`src/rtl/dpram64_arb.sv`:
```
// Two-requester front end for a 64-bit byte-write dual-port RAM. The write and read
// ports each have their own round-robin arbiter. Read data returns one cycle later.
module dpram64_arb #(
  parameter int SIZE = 65536,
  parameter bit FWD  = 1'b1,
  localparam int AW  = $clog2(SIZE)
) (
  input  logic          clk,
  input  logic          rst_n,

  input  logic          i_req0_valid,
  output logic          o_req0_ready,
  input  logic [7:0]    i_req0_we,
  input  logic [AW-1:0] i_req0_addr,
  input  logic [63:0]   i_req0_wdata,
  output logic          o_rsp0_valid,
  output logic [63:0]   o_rsp0_rdata,

  input  logic          i_req1_valid,
  output logic          o_req1_ready,
  input  logic [7:0]    i_req1_we,
  input  logic [AW-1:0] i_req1_addr,
  input  logic [63:0]   i_req1_wdata,
  output logic          o_rsp1_valid,
  output logic [63:0]   o_rsp1_rdata,

  output logic [7:0]    o_ram_we,
  output logic [63:0]   o_ram_din,
  output logic [AW-1:0] o_ram_waddr,
  output logic [AW-1:0] o_ram_raddr,
  input  logic [63:0]   i_ram_dout
);

  function automatic logic [63:0] merge_bytes(input logic [63:0] ram,
                                              input logic [63:0] wd,
                                              input logic [7:0]  we);
    logic [63:0] res;
    res = ram;
    for (int b = 0; b < 8; b++) begin
      if (we[b]) res[8*b +: 8] = wd[8*b +: 8];
    end
    return res;
  endfunction

  logic wr0, wr1, rd0, rd1;
  logic wgnt0, wgnt1, rgnt0, rgnt1;
  logic wr_last, rd_last;
  logic fwd_hit;

  logic        vld_p1;
  logic        rd_id_p1;
  logic [7:0]  fwd_we_p1;
  logic [63:0] fwd_wdata_p1;
  logic [63:0] rdata_p1;

  assign wr0 = i_req0_valid && (i_req0_we != 8'd0);
  assign wr1 = i_req1_valid && (i_req1_we != 8'd0);
  assign rd0 = i_req0_valid && (i_req0_we == 8'd0);
  assign rd1 = i_req1_valid && (i_req1_we == 8'd0);

  always_comb begin
    wgnt0 = 1'b0;
    wgnt1 = 1'b0;
    rgnt0 = 1'b0;
    rgnt1 = 1'b0;
    if (rst_n) begin
      wgnt0 = wr0 && (!wr1 || wr_last);
      wgnt1 = wr1 && (!wr0 || !wr_last);
      rgnt0 = rd0 && (!rd1 || rd_last);
      rgnt1 = rd1 && (!rd0 || !rd_last);
    end
  end

  assign o_req0_ready = wgnt0 | rgnt0;
  assign o_req1_ready = wgnt1 | rgnt1;

  always_comb begin
    o_ram_we    = 8'd0;
    o_ram_din   = i_req0_wdata;
    o_ram_waddr = i_req0_addr;
    if (wgnt1) begin
      o_ram_we    = i_req1_we;
      o_ram_din   = i_req1_wdata;
      o_ram_waddr = i_req1_addr;
    end else if (wgnt0) begin
      o_ram_we    = i_req0_we;
    end
  end

  assign o_ram_raddr = rgnt1 ? i_req1_addr : i_req0_addr;

  // Same-word read and write in one cycle: the RAM returns old data, so keep the write bytes.
  assign fwd_hit = FWD && (wgnt0 | wgnt1) && (rgnt0 | rgnt1) &&
                   (o_ram_waddr[AW-1:3] == o_ram_raddr[AW-1:3]);

  // Stage p0 -> p1: grant cycle into response cycle
  always_ff @(posedge clk or negedge rst_n) begin
    if (!rst_n) begin
      wr_last      <= 1'b1;
      rd_last      <= 1'b1;
      vld_p1       <= 1'b0;
      rd_id_p1     <= 1'b0;
      fwd_we_p1    <= 8'd0;
      fwd_wdata_p1 <= 64'd0;
    end else begin
      if (wr0 && wr1) wr_last <= wgnt1;
      if (rd0 && rd1) rd_last <= rgnt1;
      vld_p1   <= rgnt0 | rgnt1;
      rd_id_p1 <= rgnt1;
      if (fwd_hit) begin
        fwd_we_p1    <= o_ram_we;
        fwd_wdata_p1 <= o_ram_din;
      end else begin
        fwd_we_p1    <= 8'd0;
      end
    end
  end

  assign rdata_p1     = merge_bytes(i_ram_dout, fwd_wdata_p1, fwd_we_p1);
  assign o_rsp0_valid = vld_p1 && !rd_id_p1;
  assign o_rsp1_valid = vld_p1 &&  rd_id_p1;
  assign o_rsp0_rdata = rdata_p1;
  assign o_rsp1_rdata = rdata_p1;

endmodule

```
`config.mk`:
```
export PLATFORM = sky130hd
export DESIGN_NAME = dpram64_arb
export DESIGN_NICKNAME = d
export VERILOG_FILES = /design/src/rtl/dpram64_arb.sv
export SDC_FILE = /design/constraint.sdc
export NUM_CORES = 1
export LEC_CHECK = 0
export ABC_AREA = 1
export CAP_MARGIN = 20
export CORE_AREA = 2 2 188 190
export DETAILED_ROUTE_END_ITERATION = 10
export DIE_AREA = 0 0 190 192
export PLACE_DENSITY = 0.59
export SLEW_MARGIN = 20
export SYNTH_ARGS = -nofsm -noshare
export SYNTH_HDL_FRONTEND = slang
export SYNTH_SLANG_ARGS = --single-unit
```
`constraint.sdc`:
```
create_clock -name clk -period 3.4 [get_ports clk]
set_input_delay 0.68 -clock clk [delete_from_list [all_inputs] [get_ports clk]]
set_output_delay 0.68 -clock clk [all_outputs]
set_load 0.02 [all_outputs]
```
# Yosys cells after proc, flatten, opt, wreduce, memory -nomap -nowiden
# Index checks and enable logic that the tools add are counted.
# W data, S select, Z words.
[op_classes]
bitwise_logic = 4
n_reduce_logical = 29
eq_ne = 1
mux = 18
[ops]
columns = ["cell", "n"]
rows = [
  ["$mux W8", 11],
  ["$mux W64", 1],
  ["$mux W16", 2],
  ["$logic_not A8 Y1", 2],
  ["$reduce_bool A8 Y1", 2],
  ["$logic_and A1 B1 Y1", 14],
  ["$eq A13 B13 Y1", 1],
  ["$logic_not A1 Y1", 7],
  ["$logic_or A1 B1 Y1", 4],
  ["$mux W1", 4],
  ["$or A1 B1 Y1", 4],
]
[totals]
word_cells = 58
ff_bits = 76
input_bits = 244
output_inout_bits = 236

# Logic depth before layout (Yosys ltp)
# Gate-level depths: netlist of the first run.
[depth]
word_depth = 10
ltp_mapped = 18
depth_no_buf = 16

# Worst setup path before layout of the first run
# Ideal clock, no wire load.
[synth_path]
kind = "input port to output port"
from = "in i_req0_we[7]"
to = "out o_ram_waddr[0]"
path_buffers = 2
setup_slack_ns = 0.628
path_stages = 9
required_ns = 2.720
t_arrival_ns = 2.092
cell_sequence = "nor2_1 -> nand2_1 -> nor2_4 -> nor2_1 -> nand2_2 -> nand2_4 -> buf_2 -> clkbuf_1 -> o21ai_0"
[synth_between]
elab_chain_len = 7
[synth_lines]
columns = ["item", "line_no", "source"]
rows = [
  ["from (decl)", "13", "input logic [7:0] i_req0_we,"],
  ["$reduce_bool A8 Y1", "56", "assign wr0 = i_req0_valid && (i_req0_we != 8'd0);"],
  ["$logic_and A1 B1 Y1", "56", ""],
  ["$logic_not A1 Y1", "68", "wgnt1 = wr1 && (!wr0 || !wr_last);"],
  ["$logic_or A1 B1 Y1", "68", ""],
  ["$logic_and A1 B1 Y1", "68", ""],
  ["$mux W1", "66", "if (rst_n) begin"],
  ["$mux W16", "81", "if (wgnt1) begin"],
  ["to (decl)", "29", "output logic [AW-1:0] o_ram_waddr,"],
]
# Every way passes these cells.

# Final worst setup path of the first run
[layout_path]
from = "in i_req1_we[7]"
to = "out o_ram_din[44]"
[layout_between]
elab_chain_len = 5
[layout_lines]
columns = ["item", "line_no", "source"]
rows = [
  ["from (decl)", "21", "input logic [7:0] i_req1_we,"],
  ["$reduce_bool A8 Y1", "57", "assign wr1 = i_req1_valid && (i_req1_we != 8'd0);"],
  ["$logic_and A1 B1 Y1", "57", ""],
  ["$logic_and A1 B1 Y1", "68", ""],
  ["$mux W1", "66", ""],
  ["$mux W64", "81", ""],
  ["to (decl)", "28", "output logic [63:0] o_ram_din,"],
]
# Every way passes these cells.

==> summary.md, run 1 <==
| Metric | Value |
|---|---|
| Number of buffers on the longest clock path | 2 |
| Path depth of the worst reg2reg path | 16 |
| Launch point of the worst reg-to-reg path | wr_last |
| Dominant combinational cell family by area after synthesis | simple AND/OR/NAND/NOR gates |
| Portion of total power attributed to combinational logic | 41.8% |
| Clock Root Buffer | sky130_fd_sc_hd__clkbuf_16 |
| Tightest Hold Check Type | primary input to asynchronous set/reset pin |
| XOR/XNOR share of the synthesized area | 0% |
| Finished Cell Area | 12570 um2 |
| Synth warnings | 0 |
| Largest fanout on the critical path | 13 |
| GRT Resource Usage Total | 16.27% |
| Synthesized-area fraction occupied by adder cells | 0% |
| Overall die height | ~190 um |
| Antenna-violating nets left | 0 |
| Register area share after synthesis | 29.97% |
| Total count of hold-check failures in the final report | 0 |
| Area of the die | ~36000 um2 |
| First-pass iteration count of the detailed router | 5 |
| Final core utilization | 36.65% |
| Top library cells by usage in the layout, fill and taps aside | sky130_fd_sc_hd__nand2_1 (477), sky130_fd_sc_hd__clkdlybuf4s50_1 (370), sky130_fd_sc_hd__buf_4 (124), sky130_fd_sc_hd__nand3_1 (112), sky130_fd_sc_hd__dfrtp_1 (74) |
| Portion of the clock cycle consumed by the worst path in the final layout | 98.75% |
| Kind of critical path | primary input to output port |
| Count of buffers from port buffering | 479 |
| Max-cap violation count | 0 |
| Antenna diode count | 0 |
| Number of global-route vias before repair | roughly 7.8k |
| Average footprint of a synthesized cell | 6.591 um2 |
| Standard cell area after detailed placement | roughly 12000 um2 |
| Width of the die | 190 um |
| RSZ-0062 raised after global routing | true |
| Post-synthesis net count | 1208 |
| Last weighted congestion value of the routability-driven placer | 0.8207 |
| Post-synthesis share of cell area spent on and, or, nand and nor gates | 40.76% |
| Max-slew violation count | 0 |
| Min cycle time layout | 3357 ps |
| Nature of the critical path startpoint | primary input |
| Int Power | 0.002194 W |
| Multiplexer share of the synthesized area | 11.34% |
| Start point of the critical path | i_req1_we[7] |
| Initial Util | 18.53% |
| Unique cell type count in the Yosys netlist | 26 |
| Worst vdd ir | approximately 0.21 mV |
| Share of total power in the clock network | 30.9% |
| Area Overhead vs Synth | 97.77% |
| Area fraction in compound gates after synthesis | under 10% |
| Cell accounting for the most synthesized area | sky130_fd_sc_hd__dfrtp_1 |
| Count of filler cells inserted in the layout | 3599 |
| Clock-pin slew reported for the worst setup and hold paths after clock tree synthesis | roughly 70 ps |
| Arrival time at the worst endpoint | around 2700 ps |
| Most common cell after layout, fill and taps aside | sky130_fd_sc_hd__nand2_1 |
| Detailed router's first-iteration violation count | 339 |
| Result of the run | completed |
| Overall via count from detail_route | about 8k |
| Power Total | 0.003319 W |
| Reg2Reg Setup Slack | around 950 ps |
| Number of CTS-inserted buffers | 9 |
| Share of Yosys cell area claimed by the top area cell type | 29.15% |
| Detailed Route WL | 34.50 mm |
| Maximum number of pins on one net before global-route repair | 68 |
| Clock network latency to the later pin of the worst-skew pair | between 300 and 400 ps |
| Reg-to-reg endpoint | fwd_wdata_p1[8] |
| Total number of nets in the final design | 1735 |
| Number of sinks handled by clock tree synthesis | 76 |
| Power per standard cell area | 264.2 nW/um2 |
| Routed wire length per instance | around 18 um |
| Share of cells above drive strength 1 | 22.59% |
| Endpoints failing setup | 0 |
| Antenna violations before repair | 0 |
| Total leakage power | 6.313 nW |
| Top-level I/O count | 480 |
| Net switching power of the design | around 0.0011 W |
| Std-Cell Rows | a little under 70 |
| Number of instances in the synthesized netlist | 964 |
| Core area | between 30000 and 40000 um2 |
| Post-route clock skew | 10.51 ps |
| Max H-tree Level | 3 |
| Highest achievable clock rate | 0.2978 GHz |
| Post-DP HPWL | approximately 25 mm |
| Tightest slew margin relative to the limit | 39.19% |
| Wire length of the first global-routing pass | 45.55 mm |
| Cell area after technology mapping | about 6400 um2 |
| Sequential cell fraction of total power | 27.3% |
| TritonCTS clock tree | done |
| Global route overflow | 0 |
| Synth Register Bits | 76 |
| Critical path destination | o_ram_din[44] |
| Sw frac | 33.89% |
| Actual transition at the worst max-transition pin | 912.1 ps |
| Endpoint required time on the critical path | 2720 ps |
| Count of unresolved DRC violations after routing | 0 |
| Synth top area cells | sky130_fd_sc_hd__dfrtp_1 (29%), sky130_fd_sc_hd__nand2_1 (28%), sky130_fd_sc_hd__mux2_2 (11%), sky130_fd_sc_hd__nand3_1 (8.8%), sky130_fd_sc_hd__buf_4 (7.8%) |
| Type of destination of the critical path | output port |
| Via/cell ratio | 4.154 |
state kept, by name, summed over array words and instances (netlist names):
signal        cells
fwd_wdata_p1     64
rd_id_p1          1
vld_p1            1
wr_last           1
fwd_we_p1         8
rd_last           1
power groups by stage:
| stage | registers [W] | clock network, W | logic (W) |
|---|---|---|---|
| 2_1_floorplan | 0.000925 | 0 | 0.000565 |
| 3_3_place_gp | 0.000925 | 0 | 0.00143 |
| 3_5_place_dp | 0.000925 | 0 | 0.00143 |
| 4_1_cts | 0.000907 | 0.00106 | 0.00139 |
| 5_1_grt | 0.000907 | 0.00110 | 0.00148 |
| 6_report | 0.000907 | 0.00103 | 0.00139 |
stage by stage:
| step | cells | hold slack, ps | worst slack [ps] | TNS [ps] |
|---|---|---|---|---|
| after detailed placement | 1906 | 452.8 | -457.0 | -50330 |
| after global routing | 1951 | 346.7 | -11.06 | -39.07 |
| after CTS | 1929 | 336.4 | -209.0 | -429.6 |
| after floorplan | 964 | 384.4 | 628.1 | 0 |
| after global placement | 1906 | 447.4 | -481.3 | -48060 |
| final | 1951 | 361.5 | 42.55 | 0 |
critical path, cell delays in order:
cell and delay (ps):
sky130_fd_sc_hd__clkdlybuf4s50_1 440, sky130_fd_sc_hd__nor2_2 190, sky130_fd_sc_hd__nand2_1 120, sky130_fd_sc_hd__nor2_4 110, sky130_fd_sc_hd__buf_12 130, sky130_fd_sc_hd__nor3_4 50, sky130_fd_sc_hd__nand2_4 160, sky130_fd_sc_hd__buf_6 170
sky130_fd_sc_hd__buf_16 160, sky130_fd_sc_hd__nand2_1 50, sky130_fd_sc_hd__nand2_1 120, sky130_fd_sc_hd__clkdlybuf4s15_2 280
logic make-up (layout without fill, tap and decap cells):
kind of cell / Yosys count / count (layout)
and+or+nand+nor: 631 / 633
buffers and inverters: 173 / 703
DFF: 76 / 76
muxes: 64 / 64
AOI/OAI and AO/OA: 20 / 20
timing repair:
| action | CTS | global route |
|---|---|---|
| resized for setup | 163 | 147 |
| gates cloned | 2 | 15 |
| hold buffers | 0 | 0 |
| pin swaps | 3 | 0 |
| endpoints found under the setup margin | 105 | 158 |
| setup buffers | 5 | 7 |
how the worst min path moves through the flow:
stage	from	end	slack (ps)
floorplan	rst_n	fwd_wdata_p1[0]	380
global placement	fwd_wdata_p1[16]	fwd_wdata_p1[16]	450
detailed placement	fwd_wdata_p1[10]	fwd_wdata_p1[10]	450
CTS	rst_n	fwd_wdata_p1[39]	340
global route	rst_n	fwd_wdata_p1[39]	350
finish	rst_n	fwd_wdata_p1[39]	360
layer usage:
layer / part of all wire (%) / global-route usage [%] / up-vias
li1: - / - / 4024
met1: 44 / 20.15 / 3757
met2: 49 / 28.87 / 311
met3: 7.3 / 3.983 / 12
met4: 0.56 / 2.743 / 0
met5: 0 / 0 / -
synthesized netlist by cell type:
| master | n |
|---|---|
| sky130_fd_sc_hd__nand3b_1 | 2 |
| sky130_fd_sc_hd__mux2_2 | 64 |
| sky130_fd_sc_hd__nor2_4 | 2 |
| sky130_fd_sc_hd__nor2_2 | 2 |
| sky130_fd_sc_hd__nand3_2 | 1 |
| sky130_fd_sc_hd__clkbuf_1 | 21 |
| sky130_fd_sc_hd__nor2_1 | 26 |
| sky130_fd_sc_hd__o22a_1 | 1 |
| sky130_fd_sc_hd__nand2_2 | 2 |
| sky130_fd_sc_hd__clkinv_4 | 1 |
| sky130_fd_sc_hd__nor3_4 | 1 |
| sky130_fd_sc_hd__nor3_1 | 1 |
| sky130_fd_sc_hd__dfstp_2 | 2 |
| sky130_fd_sc_hd__buf_2 | 16 |
| sky130_fd_sc_hd__inv_1 | 48 |
| sky130_fd_sc_hd__dfrtp_1 | 74 |
| sky130_fd_sc_hd__nand2_1 | 479 |
| sky130_fd_sc_hd__buf_1 | 3 |
| sky130_fd_sc_hd__buf_6 | 15 |
| sky130_fd_sc_hd__nand2_4 | 2 |
| sky130_fd_sc_hd__nand3_4 | 1 |
| sky130_fd_sc_hd__inv_2 | 3 |
| sky130_fd_sc_hd__o21ai_0 | 18 |
| sky130_fd_sc_hd__a21oi_1 | 1 |
| sky130_fd_sc_hd__buf_4 | 66 |
| sky130_fd_sc_hd__nand3_1 | 112 |
cell type report:
cell class / instances / area, um2 / area share [%]
clock inverter: 7 / 80.08 / 0.6373
timing repair buffer: 635 / 6081 / 48.39
clock buffer: 9 / 225.2 / 1.792
multi-input combinational: 717 / 3493 / 27.80
sequential: 76 / 1904 / 15.15
tap: 455 / 569.3 / 4.531
inverter: 52 / 212.7 / 1.693
(Power assumes the default switching activity.)
==> inputs of run 2 (changes only) <==
--- a/config.mk
+++ b/config.mk
@@ -6,7 +6,6 @@
 export NUM_CORES = 1
 export LEC_CHECK = 0
 export ABC_AREA = 1
-export CAP_MARGIN = 20
 export CORE_AREA = 2 2 188 190
 export DETAILED_ROUTE_END_ITERATION = 10
 export DIE_AREA = 0 0 190 192
==> results of run 2 <==
The final DEF is identical to that of run 1; final timing and power are the same.
